==> src/rtl/hazard_scoreboard_pkg.sv <==
// rtl/hazard_scoreboard_pkg.sv - shared defaults, register-file ids and helpers for the load-use scoreboard
package hazard_scoreboard_pkg;

    localparam int DEF_NUM_RF   = 2;
    localparam int DEF_NUM_REGS = 16;
    localparam int DEF_REG_W    = 4;
    localparam int DEF_NUM_SRC  = 2;
    localparam int DEF_LOAD_LAT = 3;
    localparam int DEF_ZERO_REG = 1;
    localparam int DEF_CNT_W    = 16;

    localparam int RF_GP = 0;
    localparam int RF_SR = 1;

    // Countdown width large enough to hold LOAD_LAT; never narrower than one bit.
    function automatic int cd_width(input int lat);
        return (lat < 1) ? 1 : $clog2(lat + 1);
    endfunction

endpackage

==> src/rtl/hazard_scoreboard_rf.sv <==
// rtl/hazard_scoreboard_rf.sv - one register file's load countdowns, mark/decay and hazard compare
module hazard_scoreboard_rf
    import hazard_scoreboard_pkg::*;
#(
    parameter int NUM_REGS = DEF_NUM_REGS,
    parameter int REG_W    = DEF_REG_W,
    parameter int NUM_SRC  = DEF_NUM_SRC,
    parameter int LOAD_LAT = DEF_LOAD_LAT,
    parameter int ZERO_REG = DEF_ZERO_REG
)(
    input  logic                       i_clk,
    input  logic                       i_rst,
    input  logic                       i_fire,
    input  logic                       i_hold,
    input  logic                       i_is_load,
    input  logic [REG_W-1:0]           i_tgt,
    input  logic                       i_tgt_we,
    input  logic [NUM_SRC*REG_W-1:0]   i_src,
    input  logic [NUM_SRC-1:0]         i_src_re,
    output logic                       o_hazard,
    output logic [NUM_REGS-1:0]        o_pending
);

    localparam int              CD_W    = cd_width(LOAD_LAT);
    localparam logic [CD_W-1:0] CD_LOAD = CD_W'(LOAD_LAT);

    logic [CD_W-1:0]     r_cd [NUM_REGS];
    logic [NUM_REGS-1:0] w_mark;
    logic [NUM_SRC-1:0]  w_src_hit;
    logic                w_waw_hit;

    function automatic logic is_zero_reg(input logic [REG_W-1:0] idx);
        return (ZERO_REG != 0) && (idx == '0);
    endfunction

    always_comb begin
        w_mark = '0;
        for (int r = 0; r < NUM_REGS; r++) begin
            w_mark[r] = i_fire & i_is_load & i_tgt_we & (i_tgt == REG_W'(r))
                        & ~is_zero_reg(REG_W'(r));
        end
    end

    // A marked register always held 0 (WAW would have stalled otherwise), so mark simply wins.
    always_ff @(posedge i_clk or posedge i_rst) begin
        if (i_rst) begin
            for (int r = 0; r < NUM_REGS; r++) begin
                r_cd[r] <= '0;
            end
        end else begin
            for (int r = 0; r < NUM_REGS; r++) begin
                if (w_mark[r]) begin
                    r_cd[r] <= CD_LOAD;
                end else if (!i_hold && (r_cd[r] != '0)) begin
                    r_cd[r] <= r_cd[r] - 1'b1;
                end
            end
        end
    end

    always_comb begin
        o_pending = '0;
        for (int r = 0; r < NUM_REGS; r++) begin
            o_pending[r] = (r_cd[r] != '0);
        end
    end

    always_comb begin
        logic [REG_W-1:0] idx;
        idx       = '0;
        w_src_hit = '0;
        for (int k = 0; k < NUM_SRC; k++) begin
            idx          = i_src[k*REG_W +: REG_W];
            w_src_hit[k] = i_src_re[k] & o_pending[idx] & ~is_zero_reg(idx);
        end
        w_waw_hit = i_tgt_we & o_pending[i_tgt] & ~is_zero_reg(i_tgt);
    end

    assign o_hazard = (|w_src_hit) | w_waw_hit;

endmodule

==> src/rtl/hazard_scoreboard.sv <==
// rtl/hazard_scoreboard.sv - load-use interlock: per-file scoreboards, stall/issue qualification, stall counter
module hazard_scoreboard
    import hazard_scoreboard_pkg::*;
#(
    parameter int NUM_RF   = DEF_NUM_RF,
    parameter int NUM_REGS = DEF_NUM_REGS,
    parameter int REG_W    = DEF_REG_W,
    parameter int NUM_SRC  = DEF_NUM_SRC,
    parameter int LOAD_LAT = DEF_LOAD_LAT,
    parameter int ZERO_REG = DEF_ZERO_REG,
    parameter int CNT_W    = DEF_CNT_W
)(
    input  logic                             iw_clk,
    input  logic                             iw_rst,
    input  logic                             iw_issue_valid,
    input  logic                             iw_flush,
    input  logic                             iw_hold,
    input  logic [NUM_RF-1:0]                iw_is_load,
    input  logic [NUM_RF*REG_W-1:0]          iw_tgt,
    input  logic [NUM_RF-1:0]                iw_tgt_we,
    input  logic [NUM_RF*NUM_SRC*REG_W-1:0]  iw_src,
    input  logic [NUM_RF*NUM_SRC-1:0]        iw_src_re,
    output logic                             ow_stall,
    output logic [NUM_RF*NUM_REGS-1:0]       ow_pending,
    output logic [CNT_W-1:0]                 ow_stall_cnt
);

    localparam logic [CNT_W-1:0] CNT_MAX = '1;

    logic [NUM_RF-1:0] w_hazard;
    logic              w_stall;
    logic              w_fire;
    logic [CNT_W-1:0]  r_stall_cnt;

    for (genvar f = 0; f < NUM_RF; f++) begin : g_rf
        hazard_scoreboard_rf #(
            .NUM_REGS (NUM_REGS),
            .REG_W    (REG_W),
            .NUM_SRC  (NUM_SRC),
            .LOAD_LAT (LOAD_LAT),
            .ZERO_REG (ZERO_REG)
        ) u_rf (
            .i_clk     (iw_clk),
            .i_rst     (iw_rst),
            .i_fire    (w_fire),
            .i_hold    (iw_hold),
            .i_is_load (iw_is_load[f]),
            .i_tgt     (iw_tgt[f*REG_W +: REG_W]),
            .i_tgt_we  (iw_tgt_we[f]),
            .i_src     (iw_src[f*NUM_SRC*REG_W +: NUM_SRC*REG_W]),
            .i_src_re  (iw_src_re[f*NUM_SRC +: NUM_SRC]),
            .o_hazard  (w_hazard[f]),
            .o_pending (ow_pending[f*NUM_REGS +: NUM_REGS])
        );
    end

    // Stall is not gated by hold: decode must stay frozen on a hazard whether or not the pipe moves.
    assign w_stall  = iw_issue_valid & ~iw_flush & (|w_hazard);
    assign w_fire   = iw_issue_valid & ~w_stall & ~iw_flush & ~iw_hold;
    assign ow_stall = w_stall;

    always_ff @(posedge iw_clk or posedge iw_rst) begin
        if (iw_rst) begin
            r_stall_cnt <= '0;
        end else if (w_stall && !iw_hold && (r_stall_cnt != CNT_MAX)) begin
            r_stall_cnt <= r_stall_cnt + 1'b1;
        end
    end

    assign ow_stall_cnt = r_stall_cnt;

endmodule

==> config.mk <==
export PLATFORM = sky130hd
export DESIGN_NAME = hazard_scoreboard
export DESIGN_NICKNAME = d
export VERILOG_FILES = /design/src/rtl/hazard_scoreboard_pkg.sv /design/src/rtl/hazard_scoreboard_rf.sv /design/src/rtl/hazard_scoreboard.sv
export SDC_FILE = /design/constraint.sdc
export NUM_CORES = 1
export LEC_CHECK = 0
export CAP_MARGIN = 5
export CORE_UTILIZATION = 30
export CTS_CLUSTER_SIZE = 28
export DETAILED_ROUTE_END_ITERATION = 6
export SYNTH_ARGS = -nofsm -noshare
export SYNTH_HDL_FRONTEND = slang
export SYNTH_SLANG_ARGS = --single-unit
==> constraint.sdc <==
create_clock -name iw_clk -period 4.5 [get_ports iw_clk]
set_input_delay 1.35 -clock iw_clk [delete_from_list [all_inputs] [get_ports iw_clk]]
set_output_delay 1.35 -clock iw_clk [all_outputs]
set_load 0.01 [all_outputs]
## Word level (Yosys, flattened, before mapping)

Index checks and enable logic that the tools add are counted.

- Flip-flop bits (word level): 80
- Output and inout port bits: 49

- Add/sub/neg operators: 33
- Order comparisons: 6
- Equality and inequality tests: 31
- Mux-type cells: 72
- Bitwise logic cells: 62
- Reductions and logical operators: 106

Operator list:

| operator | count |
|---|---|
| 2-bit nonzero test | 62 |
| 2-bit two-way mux | 60 |
| 4-bit equality test (second input constant) | 16 |
| 2-bit by 1-bit subtractor with 2-bit output (second input constant) | 32 |
| 1-bit bitwise AND | 51 |
| 1-bit logical AND | 34 |
| 4-bit by 3-bit equality test with 1-bit output (second input constant) | 8 |
| 4-bit by 5-bit less-than comparator with 1-bit output (second input constant) | 6 |
| 1-bit binary-select mux with 4-bit select | 6 |
| 4-bit logical NOT | 6 |
| 16-bit by 1-bit adder with 16-bit output (second input constant) | 1 |
| 4-bit by 2-bit equality test with 1-bit output (second input constant) | 4 |
| 16-bit inequality test (second input constant) | 1 |
| 1-bit inverter | 9 |
| 4-bit by 1-bit equality test with 1-bit output (second input constant) | 2 |
| 1-bit two-way mux | 6 |
| 2-bit OR reduction | 3 |
| 1-bit OR | 2 |
| 1-bit logical NOT | 1 |

## Longest topological paths before layout

Gate-level depths: netlist of run 1.

- Depth in word-level cells: 17
- Depth in mapped cells: 12

## By module

A second synthesis of run 1 with hierarchy kept.

- Cell total of the unflattened synthesis: 557
- Area, all modules: 5,290.1 sq um

By module, submodules not included:

| module | instances | cells each | area an instance (sq um) | seq. area each (sq um) |
|---|---|---|---|---|
| hazard_scoreboard_rf at g_rf[1].u_rf | 1 | 238 | 2,218.4 | 800.8 |
| hazard_scoreboard_rf at g_rf[0].u_rf | 1 | 241 | 2,209.6 | 800.8 |
| hazard_scoreboard | 1 | 78 | 862.1 | 400.4 |

## Worst setup path after synthesis of run 1

No wires, ideal clock.

- Path kind: in2out
- Start point: input port iw_src[0]
- End point: output port ow_stall
- Arrival: 3.224 ns
- Slack: -0.074 ns
- Cell stages on the path: 9
- Path buffers: 4
- Cell sequence: buf_4 mux4_2 o311ai_0 o311a_1 a2111o_1 buf_6 buf_2 buf_2 and3b_1

- Longest elaborated chain between the ends: 8
- Elaborated cells between the ends (all ways): 10
- Those cells by class: mux: 2; bitwise: 5; reduce/logical: 3

Ends and longest elaborated chain:

| item | line | RTL |
|---|---|---|
| from (decl) | hazard_scoreboard.sv:21 | `input logic [NUM_RF*NUM_SRC*REG_W-1:0] iw_src,` |
| 1-bit binary-select mux with 4-bit select | hazard_scoreboard_rf.sv:74 | `w_src_hit[k] = i_src_re[k] & o_pending[idx] & ~is_zero_reg(idx);` |
| 1-bit two-way mux (not written as such) | hazard_scoreboard_rf.sv:74 |  |
| 1-bit bitwise AND | hazard_scoreboard_rf.sv:74 |  |
| 1-bit bitwise AND * | hazard_scoreboard_rf.sv:74 |  |
| 2-bit OR reduction * | hazard_scoreboard_rf.sv:79 | `assign o_hazard = (\|w_src_hit) \| w_waw_hit;` |
| 1-bit OR * | hazard_scoreboard_rf.sv:79 |  |
| 2-bit OR reduction * | hazard_scoreboard.sv:58 | `assign w_stall = iw_issue_valid & ~iw_flush & (\|w_hazard);` |
| 1-bit bitwise AND * | hazard_scoreboard.sv:58 |  |
| to (decl) | hazard_scoreboard.sv:23 | `output logic ow_stall,` |

Mark *: on every way between the ends. The rest lies on a longest branch, timed or not. The select of a mux whose other input is x is not followed.

## Worst setup path after layout of run 1

- Start point: input port iw_src[6]
- End point: output port ow_stall

The elaborated chain is that of the path after synthesis.

==> impl_metrics.toml, run 1 <==
[synth]
ys_seq_area_share_pct = 37.67
mappedNetlistArea_mm2 = 0.005314
synth_top_area_share_pct = 37.67
synth_edf_count = 0
yosys_most_used_dff = "dfrtp_1"
async_reset_ff_share_pct = 100.0
synth_cells = 583
ys_seq_elements = 80
yosysTopAreaCell = "dfrtp_1"
ys_types = 57
yosys-top-cells-area = "dfrtp_1 38%, ha_1 7.8%, xnor2_1 7.6%"
syn-num-nets = 653
avgSynthCellArea_um2 = 9.115
ys_warn_count = 0

[drt]
routedWlPerCell_um = 14.54
vias = 4374
ant_nets = 0
drtPass1Iterations = 4
drt-vias-per-instance = 4.765
drtIter0Drc = 193
finalWirelength_um = 13350
route.detailed.drc = 0

[die]
die_w_um = 135.1
die_h_um = 135.1
dieArea_mm2 = 0.01825
initial_core_util_pct = 30.72
io_pins = 86
rows = 48
core_mm2 = 0.01730

[critical_path]
critical_path_class = "in2out"
startpoint_type = "input port"
critPathCaptureType = "primary output"
required_ns = 3.15
worstPathArrival_ns = 3.09
critical_path.max_fanout = 3

[layout]
finalInstanceArea_mm2 = 0.006893
antennaDiodeCount = 0
area_delta_synth_final_pct = 29.72
layout_commonest_cell = "inv_1"
final_nets = 758
mostFrequentLayoutCells = "102 x inv_1, 80 x dfrtp_1, 65 x clkdlybuf4s50_1, 50 x nor2_1, 48 x nand2_1"
drive_gt1_share_pct = 13.56

[clocking]
clock-sinks = 80
clkLatencyLatePin_ns = 0.34
numCtsBuffers = 9
clock_path_buffers = 2
h-tree-depth = 3
clockRootBuffer = "clkbuf_16"
holdBufCountCts = 0
cts_tree = "yes"
clk_pin_slew_ns = 0.06

[timing]
finalWorstSetupSlack_ns = 0.06143
fin_setup_tns_ns = 0
hold_violations = 0
worst_pin_slew_ns = 0.6270
setup_violations = 0
final.min_clock_period_ns = 4.439
fin_skew_ns = 0.005635
drv_slew = 0
fmax_ghz = 0.2253
period_share_pct = 98.63
maxSlewHeadroom_pct = 58.15

[global_routing]
antenna_found_initial = 0
grt_max_degree = 49
grt.overflow.total = 0
grt_pass1_wl_um = 22130
grt_pass1_vias = 4402
gr-usage-all-layers_pct = 15.69

[place]
dp_hpwl_um = 9773
placed_cell_area_mm2 = 0.006569
place_ws_ns = -0.7176
place.gp.congestion = 0.8191
numPortBuffers = 85

[worst_hold_path]
holdCritPathClass = "reg2reg"

[power_and_ir_drop]
power_density_mw_per_mm2 = 587.0
ir_drop_uv = 233.8
p_leak_uw = 0.003160

[job]
cap_violations = 0

[run_status]
status = "completed"
[registers in the layout, summed over array words and instances, names as in the netlist]
name and count:
g_rf.u_rf.r_cd 64, ow_stall_cnt 16
[per-layer routing]
layer	track usage (%)	wire (µm)	vias to the layer above
met5	0	0	-
met4	6.305	250	0
met3	2.477	609	16
met2	24.99	6083	91
met1	21.20	6406	2086
li1	-	-	2181
[worst max-delay path: stages]
cell             delay, ns
clkdlybuf4s50_1       0.52
o31ai_1               0.09
a311oi_1              0.30
o22ai_2               0.15
a2111o_1              0.37
and3b_1               0.18
buf_2                 0.13
[final timing paths]
path	start	to	slack, ns	cells after the start
max	iw_src[6]	ow_stall	0.06	7
min	ow_stall_cnt[12]	ow_stall_cnt[12]	0.50	1
max reg2reg	g_rf[0].u_rf.r_cd[14]	g_rf[1].u_rf.r_cd[27]	1.17	10
min reg2reg	ow_stall_cnt[12]	ow_stall_cnt[12]	0.50	1
max in group asynchronous	iw_rst	g_rf[1].u_rf.r_cd[31]	2.45	3
min in group asynchronous	iw_rst	g_rf[0].u_rf.r_cd[3]	1.39	2
[where the power goes]
group | internal [µW] | switching [µW] | total (µW)
clock network | 429 | 307 | 737
logic | 1070 | 1040 | 2100
registers | 1040 | 164 | 1210
total | 2540 | 1510 | 4050
[Yosys cell counts (10+ instances only)]
master,instances
dfrtp_1,80
o21ai_1,10
mux4_2,13
o21ai_0,33
or3_1,10
nand3_1,17
ha_1,33
inv_1,103
nand2_1,48
mux2i_1,10
xnor2_1,46
nor2_1,50
[stage by stage]
step	hold WS, ns	util [%]	cells	total power (µW)
floorplan	0.4752	-	583	2603
global placement	0.4822	37.98	900	3270
detailed placement	0.4832	37.98	900	3326
CTS	0.4989	39.96	917	4098
global route	0.5302	39.85	918	4447
finish	0.5011	39.85	918	4046
[area by class of cell]
class	count	area (µm²)
Fill cell	1774	10400
Multi-Input combinational cell	377	2855
Sequential cell	80	2002
Timing Repair Buffer	117	1069
Inverter	103	387.9
Tap cell	225	281.5
Clock buffer	9	225.2
Clock inverter	7	72.57
[logic make-up (layout without fill, tap and decap cells)]
logic type                 count (synthesis)  in the layout  share of synthesized area, %
DFF                                       80             80                         37.67
and+or+nand+nor                          173            173                         15.80
buffers and inverters                    126            236                         9.560
muxes                                     29             29                         9.230
AOI/OAI and AO/OA                         95             95                         12.22
xor gates and xnor gates                  47             47                         7.747
adders and majority gates                 33             33                         7.770
[what timing repair did]
| action | CTS | global route |
|---|---|---|
| gates resized for setup | 48 | 11 |
| endpoints found under the setup margin | 1 | 1 |
| setup buffers | 0 | 1 |
| pin swaps | 9 | 11 |
| gates cloned | 1 | 0 |
(Power assumes the default switching activity.)
==> inputs of run 2 (changes only) <==
CORE_ASPECT_RATIO = 1.75   (was not set)
==> impl_metrics.toml, run 2 (synthesis gave the netlist of run 1 again) <==
[global_routing]
antenna_found_initial = 0
grt.overflow.total = 0
grt_max_degree = 47
grt_pass1_wl_um = 22490
gr-usage-all-layers_pct = 16.24
grt_pass1_vias = 4518

[die]
io_pins = 86
initial_core_util_pct = 30.58
dieArea_mm2 = 0.01827
die_h_um = 178.1
core_mm2 = 0.01738
rows = 64
die_w_um = 102.6

[timing]
final.min_clock_period_ns = 4.423
maxSlewHeadroom_pct = 55.95
fin_skew_ns = 0.008984
hold_violations = 0
finalWorstSetupSlack_ns = 0.07666
drv_slew = 0
setup_violations = 0
hold_ws_ns = 0.4962
fin_setup_tns_ns = 0
worst_pin_slew_ns = 0.6600
fmax_ghz = 0.2261
period_share_pct = 98.30
rsz0062_at_grt = "no"

[power_and_ir_drop]
power_density_mw_per_mm2 = 584.4
p_leak_uw = 0.003181
ir_drop_uv = 243.9

[drt]
routedWlPerCell_um = 14.99
route.detailed.drc = 0
drtPass1Iterations = 4
vias = 4456
drtIter0Drc = 117
finalWirelength_um = 13930
ant_nets = 0
drt-vias-per-instance = 4.797

[critical_path]
worstPathArrival_ns = 3.07
critical_path_class = "in2out"
critical_path.max_fanout = 2
required_ns = 3.15
critPathCaptureType = "primary output"
startpoint_type = "input port"

[layout]
layout_commonest_cell = "inv_1"
n_fill_cell = 1755
top_register = "g_rf.u_rf.r_cd"
stdcell_count = 929
area_delta_synth_final_pct = 30.42
final_nets = 764
largest_reg_flops = 64
antennaDiodeCount = 0
drive_gt1_share_pct = 14.76
mostFrequentLayoutCells = "102 x inv_1, 80 x dfrtp_1, 64 x clkdlybuf4s50_1, 49 x nor2_1, 48 x nand2_1"

[run_status]
status = "completed"

[place]
numPortBuffers = 85
place.gp.congestion = 0.8017
dp_hpwl_um = 10620
place_inst = 912
place_ws_ns = -0.7414

[clocking]
clkLatencyLatePin_ns = 0.34
holdBufCountCts = 0
clock-sinks = 80
cts_tree = "yes"
clock_path_buffers = 2
clk_pin_slew_ns = 0.06
numCtsBuffers = 9
clockRootBuffer = "clkbuf_16"
h-tree-depth = 3

[job]
cap_violations = 0

[worst_hold_path]
holdCritPathClass = "reg2reg"
-- run 2: cell count changes in the layout (fill, tap and decap cells not counted), moves of 2 or more --
cell | previous run | this run
dlygate4sd2_1 | 9 | 7
clkinv_4 | 2 | 0
clkdlybuf4s15_1 | 2 | 0
clkdlybuf4s15_2 | 1 | 5
buf_4 | 27 | 36
buf_6 | 4 | 2
-- run 2: timing repair --
item	4_1_cts	5_1_grt
resized for setup	52	12
pin swaps	9	6
gates cloned	1	0
endpoints found under the setup margin	1	1
buffers inserted	0	1
-- run 2: critical path, cell delays in order --
cell and delay, ns:
clkdlybuf4s50_1 0.43, a221o_1 0.30, nand4b_1 0.11, nand4_1 0.13, a2111o_1 0.40, and3b_1 0.20, buf_2 0.14
-- run 2: power by group --
| part | internal (µW) | total, µW | leakage (µW) | switching [µW] |
|---|---|---|---|---|
| Clock | 440 | 732 | 0.000137 | 292 |
| Combinational | 1070 | 2110 | 0.00210 | 1040 |
| Sequential | 1040 | 1210 | 0.000949 | 166 |
| Total | 2550 | 4050 | 0.00318 | 1500 |
-- run 2: final timing paths --
| kind | startpoint | end | slack, ns | depth (start not counted) |
|---|---|---|---|---|
| max | iw_src[15] | ow_stall | 0.08 | 7 |
| min | ow_stall_cnt[14] | ow_stall_cnt[14] | 0.50 | 1 |
| min reg2reg | ow_stall_cnt[14] | ow_stall_cnt[14] | 0.50 | 1 |
| min in group asynchronous | iw_rst | g_rf[1].u_rf.r_cd[6] | 1.41 | 2 |
| max in group asynchronous | iw_rst | g_rf[0].u_rf.r_cd[31] | 2.30 | 3 |
| max reg2reg | g_rf[0].u_rf.r_cd[24] | g_rf[1].u_rf.r_cd[11] | 1.36 | 12 |
-- run 2: final cells by class --
cell class                 instances  area (µm²)  share of cell area (%)
clock inverter                     5       57.56                  0.8305
inverter                         103       387.9                   5.597
sequential                        80        2002                   28.89
timing repair buffer             123        1104                   15.92
clock buffer                      10       239.0                   3.448
multi-input combinational        377        2851                   41.14
tap                              231       289.0                   4.170
-- run 2: stage by stage --
step / util (%) / cell area [µm²] / total power, µW
floorplan: - / 5321 / 2603
global placement: 38.03 / 6609 / 3294
detailed placement: 38.03 / 6609 / 3341
CTS: 39.77 / 6910 / 4098
global route: 39.88 / 6930 / 4439
finish: 39.88 / 6930 / 4050
-- run 2: metal layers --
layer | vias to the layer above | routed length, µm | GRT usage, %
met4 | 0 | 366 | 6.726
met1 | 2167 | 5560 | 17.81
met5 | - | 0 | 0
li1 | 2190 | - | -
met3 | 22 | 414 | 2.273
met2 | 77 | 7588 | 30.36
==> inputs of run 3 (changes only) <==
CORE_ASPECT_RATIO = 1.2   (was 1.75)
==> impl_metrics.toml, run 3 (synthesis gave the netlist of run 1 again) <==
[die]
rows = 52
die_h_um = 147.8
core_mm2 = 0.01711
io_pins = 86
dieArea_mm2 = 0.01825
die_w_um = 123.5
initial_core_util_pct = 31.05

[global_routing]
antenna_found_initial = 0
grt_max_degree = 50
grt.overflow.total = 0
gr-usage-all-layers_pct = 15.77
grt_pass1_vias = 4421
grt_pass1_wl_um = 22010

[timing]
worst_pin_slew_ns = 0.8969
fin_skew_ns = 0.005445
drv_slew = 0
hold_violations = 0
maxSlewHeadroom_pct = 40.13
period_share_pct = 99.18
setup_violations = 0
final.min_clock_period_ns = 4.463
hold_ws_ns = 0.4907
fmax_ghz = 0.2241
rsz0062_at_grt = "no"

[worst_hold_path]
worstHoldStart = "ow_stall_cnt[14]"
hold_depth = 1
holdCritPathClass = "reg2reg"
hold_path_end = "ow_stall_cnt[14]"

[place]
numPortBuffers = 85
place.gp.congestion = 0.8348
dp_hpwl_um = 10050
placed_cell_area_mm2 = 0.006590

[layout]
final_nets = 765
largest_reg_flops = 64
finalInstanceArea_mm2 = 0.006919
top_register = "g_rf.u_rf.r_cd"
mostFrequentLayoutCells = "102 x inv_1, 80 x dfrtp_1, 63 x clkdlybuf4s50_1, 49 x nor2_1, 48 x nand2_1"
drive_gt1_share_pct = 14.45
n_fill_cell = 1739
antennaDiodeCount = 0
layout_commonest_cell = "inv_1"
area_delta_synth_final_pct = 30.21

[clocking]
clockRootBuffer = "clkbuf_16"
holdBufCountCts = 0
numCtsBuffers = 9
clock-sinks = 80
h-tree-depth = 3
clock_path_buffers = 2
cts_tree = "yes"
clk_pin_slew_ns = 0.06
clkLatencyLatePin_ns = 0.34

[drt]
routedWlPerCell_um = 14.75
vias = 4437
drtIter0Drc = 191
finalWirelength_um = 13500
drt-vias-per-instance = 4.849
drtPass1Iterations = 4
ant_nets = 0
route.detailed.drc = 0

[run_status]
status = "completed"

[critical_path]
critical_path_class = "in2out"
critPathCaptureType = "primary output"
r2r_setup_slack_ns = 1.27
critical_path.max_fanout = 3
r2r-start = "g_rf[1].u_rf.r_cd[24]"
r2r-end = "g_rf[1].u_rf.r_cd[11]"
startpoint_type = "input port"
critPathLaunch = "iw_src[14]"
required_ns = 3.15
worstPathArrival_ns = 3.11
rr_worst_depth = 10

[power_and_ir_drop]
p_leak_uw = 0.003216
ir_drop_uv = 259.0
total_power_uw = 4077
power_density_mw_per_mm2 = 589.2

[job]
cap_violations = 0
[run 3: where the power goes]
part / switching, µW / internal, µW / total (µW) / leakage, µW
clock: 285 / 481 / 767 / 0.000149
sequential: 160 / 1040 / 1200 / 0.000949
combinational: 1040 / 1070 / 2110 / 0.00212
total: 1490 / 2590 / 4080 / 0.00322
[run 3: area by class of cell]
cell class / count / area, µm² / area share (%)
timing repair buffer: 124 / 1101 / 15.91
sequential: 80 / 2002 / 28.93
clock buffer: 11 / 232.7 / 3.363
tap: 216 / 270.3 / 3.906
inverter: 103 / 387.9 / 5.606
clock inverter: 4 / 70.07 / 1.013
multi-input combinational: 377 / 2855 / 41.27
[run 3: worst max-delay path by stage]
stage	end	slack (ns)	depth (start not counted)
after floorplan	ow_stall	0.008	9
after global placement	ow_stall	-0.71	7
after global routing	ow_stall	0.0001	8
after CTS	ow_stall	0.0004	8
after detailed placement	ow_stall	-0.71	8
final	ow_stall	0.04	8
[run 3: timing repair]
| action | CTS | global route |
|---|---|---|
| pin swaps | 10 | 6 |
| endpoints found under the setup margin | 1 | 1 |
| gates cloned | 1 | 0 |
| resized for setup | 50 | 15 |
| buffers inserted | 2 | 0 |
[run 3: per-stage QoR]
stage	std cells	utilization (%)	setup WS, ns	setup TNS [ns]
6_report	915	40.44	0.03674	0
5_1_grt	915	40.44	0.00009615	0
4_1_cts	915	40.52	0.0003773	0
3_5_place_dp	897	38.51	-0.7124	-0.7124
3_3_place_gp	897	38.51	-0.7098	-0.7098
2_1_floorplan	583	-	0.007793	0
[run 3: critical path: stages]
cell	delay (ns)
dlygate4sd2_1	0.27
mux2i_1	0.13
a221o_1	0.31
nand4b_1	0.12
nand4_1	0.15
a2111o_1	0.48
and3b_1	0.19
buf_2	0.13
[run 3: per-layer routing]
metal / GRT usage [%] / share of wire (%) / routed length (µm)
met3: 2.199 / 4.6 / 616
met2: 27.18 / 49 / 6632
met4: 7.229 / 2.7 / 358
met5: 0 / 0 / 0
met1: 19.19 / 44 / 5891
==> edit (settings of run 1) <==
Put one more register stage on the output `ow_stall_cnt`, with the module's reset. The value now appears one clock later. The other outputs are not delayed to match.
--- a/src/rtl/hazard_scoreboard.sv
+++ b/src/rtl/hazard_scoreboard.sv
@@ -67,7 +67,13 @@
         end
     end
 
-    assign ow_stall_cnt = r_stall_cnt;
+    always_ff @(posedge iw_clk or posedge iw_rst) begin
+        if (iw_rst) begin
+            ow_stall_cnt <= '0;
+        end else begin
+            ow_stall_cnt <= r_stall_cnt;
+        end
+    end
 
 endmodule
 
Function: changed (Yosys sat finds a counterexample within 4 cycles, from zero or initial values and one cycle with iw_rst high).
==> edit against run 1 <==
- the flow now finishes with violations (design-rule violations)
- synthesized cell count grew 0.51%
- wire length up 0.67%
- die area is 5.4% higher
- register-to-register slack better by 0.15 ns
- sequential share of layout area up 4.2 points
- fmax up 1.0%
- critical path depth stayed put
- area after synthesis is 5.5% higher
- non-clock buffer count shrank 2
- largest power group unchanged
- worst setup slack gained 0.046 ns
- sequential cell count increased by 16
- design area up 4.7%
- total power is 3.0% higher
==> edit: results (changes against run 1) <==
### Critical path
• reg-to-reg critical path startpoint: g_rf[0].u_rf.r_cd[24]$_DFFE_PP0P_
• capture point of the worst reg-to-reg path: g_rf[1].u_rf.r_cd[1]$_DFFE_PP0P_
• CP top delay family: multiplexers
• Critical-path top delay cell: sky130_fd_sc_hd__mux4_2
• delay contributed by the slowest stage of the critical path: 0.56 ns, +0.04 ns
• worst setup path startpoint: iw_tgt[4]
• maximum fanout encountered on the critical timing path: 2, -1
• Worst R2R Setup Slack: 1.32 ns, +0.15 ns
• arrival time of the worst setup path: 3.04 ns, -0.05 ns

### STA
• maximum clock skew at final layout: 0.0105 ns, +0.00487 ns
• slew at the pin with the worst max-slew slack: 0.557 ns, -0.0704 ns
• worst hold margin: 0.420 ns, -0.0807 ns

### Synth
• part of the Yosys area used for sequential elements: 42.9%, +5.2 points
• synth unique cells: 45, -21%
• biggest area contributors in the synthesized netlist: sky130_fd_sc_hd__dfrtp_1 43%, sky130_fd_sc_hd__ha_1 7.4%, sky130_fd_sc_hd__xnor2_1 7.3%, sky130_fd_sc_hd__inv_1 6.8%, sky130_fd_sc_hd__o21ai_0 5.3%
• most used standard cells in the synthesized netlist: 102 x sky130_fd_sc_hd__inv_1, 96 x sky130_fd_sc_hd__dfrtp_1, 64 x sky130_fd_sc_hd__nand2_1
• total nets after synthesis: 656, +0.46%

### Finish
• Buffers, non-clock: 115, -1.7%
• number of flip-flops and latches: 96, +20%
• fraction of area in non-clock buffers: 14.5%, -0.99 points
• Fill cells: 1,791, +0.96%
• area taken by multi-input logic gates: 2810 sq um, -1.7%
• flip-flop and latch share of the layout cell area: 33.3%, +4.2 points
• number of clock-tree buffers in the layout: 11, +2
• share of post-route cells with drive strength above 1: 14.0%, +0.48 points
• fraction of area in clock buffers and inverters: 4.00%, -0.32 points
• number of nets in the finished design: 763, +0.66%
• non-clock inverter count: 102, -0.97%
• count of multi-input combinational gates: 369, -2.1%

### Global routing
• met2 track demand over resource in global routing: 24.1%, -0.91 points
• M3 GR Usage: 2.62%, +0.15 points
• number of global-route vias before repair: 4,352, -1.1%
• GRT Overall Usage: 14.8%, -0.90 points
• largest net degree at the start of global routing: 55, +12%
• first-pass GRT wire length: 22,200 microns, +0.15%

### Outcome
• outcome: finished with violations
• violated checks: design-rule violations

### Detailed routing
• average wire per cell in the routed design: 14.5 microns, -0.30%
• drt first-iter violations: 160, -17%
• iteration count of the initial detailed-routing pass: 6, +2
• drt via density: 4.70, -1.4%
• remaining design rule violation count: 7, +7

### CTS
• clock tree root buffer cell: sky130_fd_sc_hd__clkbuf_16
• CTS H-tree lvls: 3, unchanged
• clk slew on worst S/H paths: 0.06 ns, about the same
• number of buffers added to fix hold violations after cts: 0, unchanged

### Hold path
• min-delay src: r_stall_cnt[6]$_DFFE_PP0P_
• sink of the worst hold path: ow_stall_cnt[6]$_DFF_PP0_
• Worst Hold Depth: 0, -1

### Placed design
• Placement Cell Area: 6890 sq um, +4.9%
• weighted congestion at the end of routability-driven global placement: 0.763, -6.8%

### Power
• Static Leak: 3.35 nW, +6.0%
• maximum VDD drop: 245 uV, +4.8%

==> edit: cell types whose count changed after synthesis, moves of 8 or more <==
| cell | run 1 | this run |
|---|---|---|
| sky130_fd_sc_hd__dfrtp_1 | 80 | 96 |
| sky130_fd_sc_hd__nand2_1 | 48 | 64 |
| sky130_fd_sc_hd__nor2_1 | 50 | 42 |
| sky130_fd_sc_hd__o21ai_0 | 33 | 59 |
==> edit: where the power goes <==
part           internal (mW)  total, mW  switching [mW]  leakage, nW
clock network          0.431      0.754           0.322        0.140
logic                   1.02       2.02            1.00         2.05
registers               1.20       1.39           0.185         1.16
==> edit: logic make-up (layout without fill, tap and decap cells) <==
logic type                 after synthesis  count (layout)  synth area share, %
and+or+nand+nor                        170             170                 14.5
DFF                                     96              96                 42.9
muxes                                   30              30                 9.78
xor gates and xnor gates                47              47                 7.34
buffers and inverters                  121             233                 8.44
AOI/OAI and AO/OA                       89              89                 9.69
adders and majority gates               33              33                 7.37
==> edit: per-layer routing <==
| metal | part of all wire (%) | routed length, microns | vias to the layer above |
|---|---|---|---|
| li1 | - | - | 2165 |
| met1 | 47 | 6340 | 2102 |
| met3 | 3.5 | 469 | 14 |
| met2 | 48 | 6390 | 75 |
| met5 | 0 | 0 | - |
| met4 | 1.7 | 235 | 0 |
==> edit: per-stage QoR <==
step / TNS [ns] / power (mW) / cells / setup WS (ns) / util (%)
4_1_cts: 0 / 4.22 / 927 / 0.0308 / 39.8
3_5_place_dp: -0.800 / 3.42 / 911 / -0.800 / 38.0
2_1_floorplan: 0 / 2.68 / 586 / 0.0610 / -
6_report: 0 / 4.17 / 927 / 0.107 / 39.8
3_3_place_gp: -0.793 / 3.36 / 911 / -0.793 / 38.0
5_1_grt: 0 / 4.54 / 927 / 0.0140 / 39.8
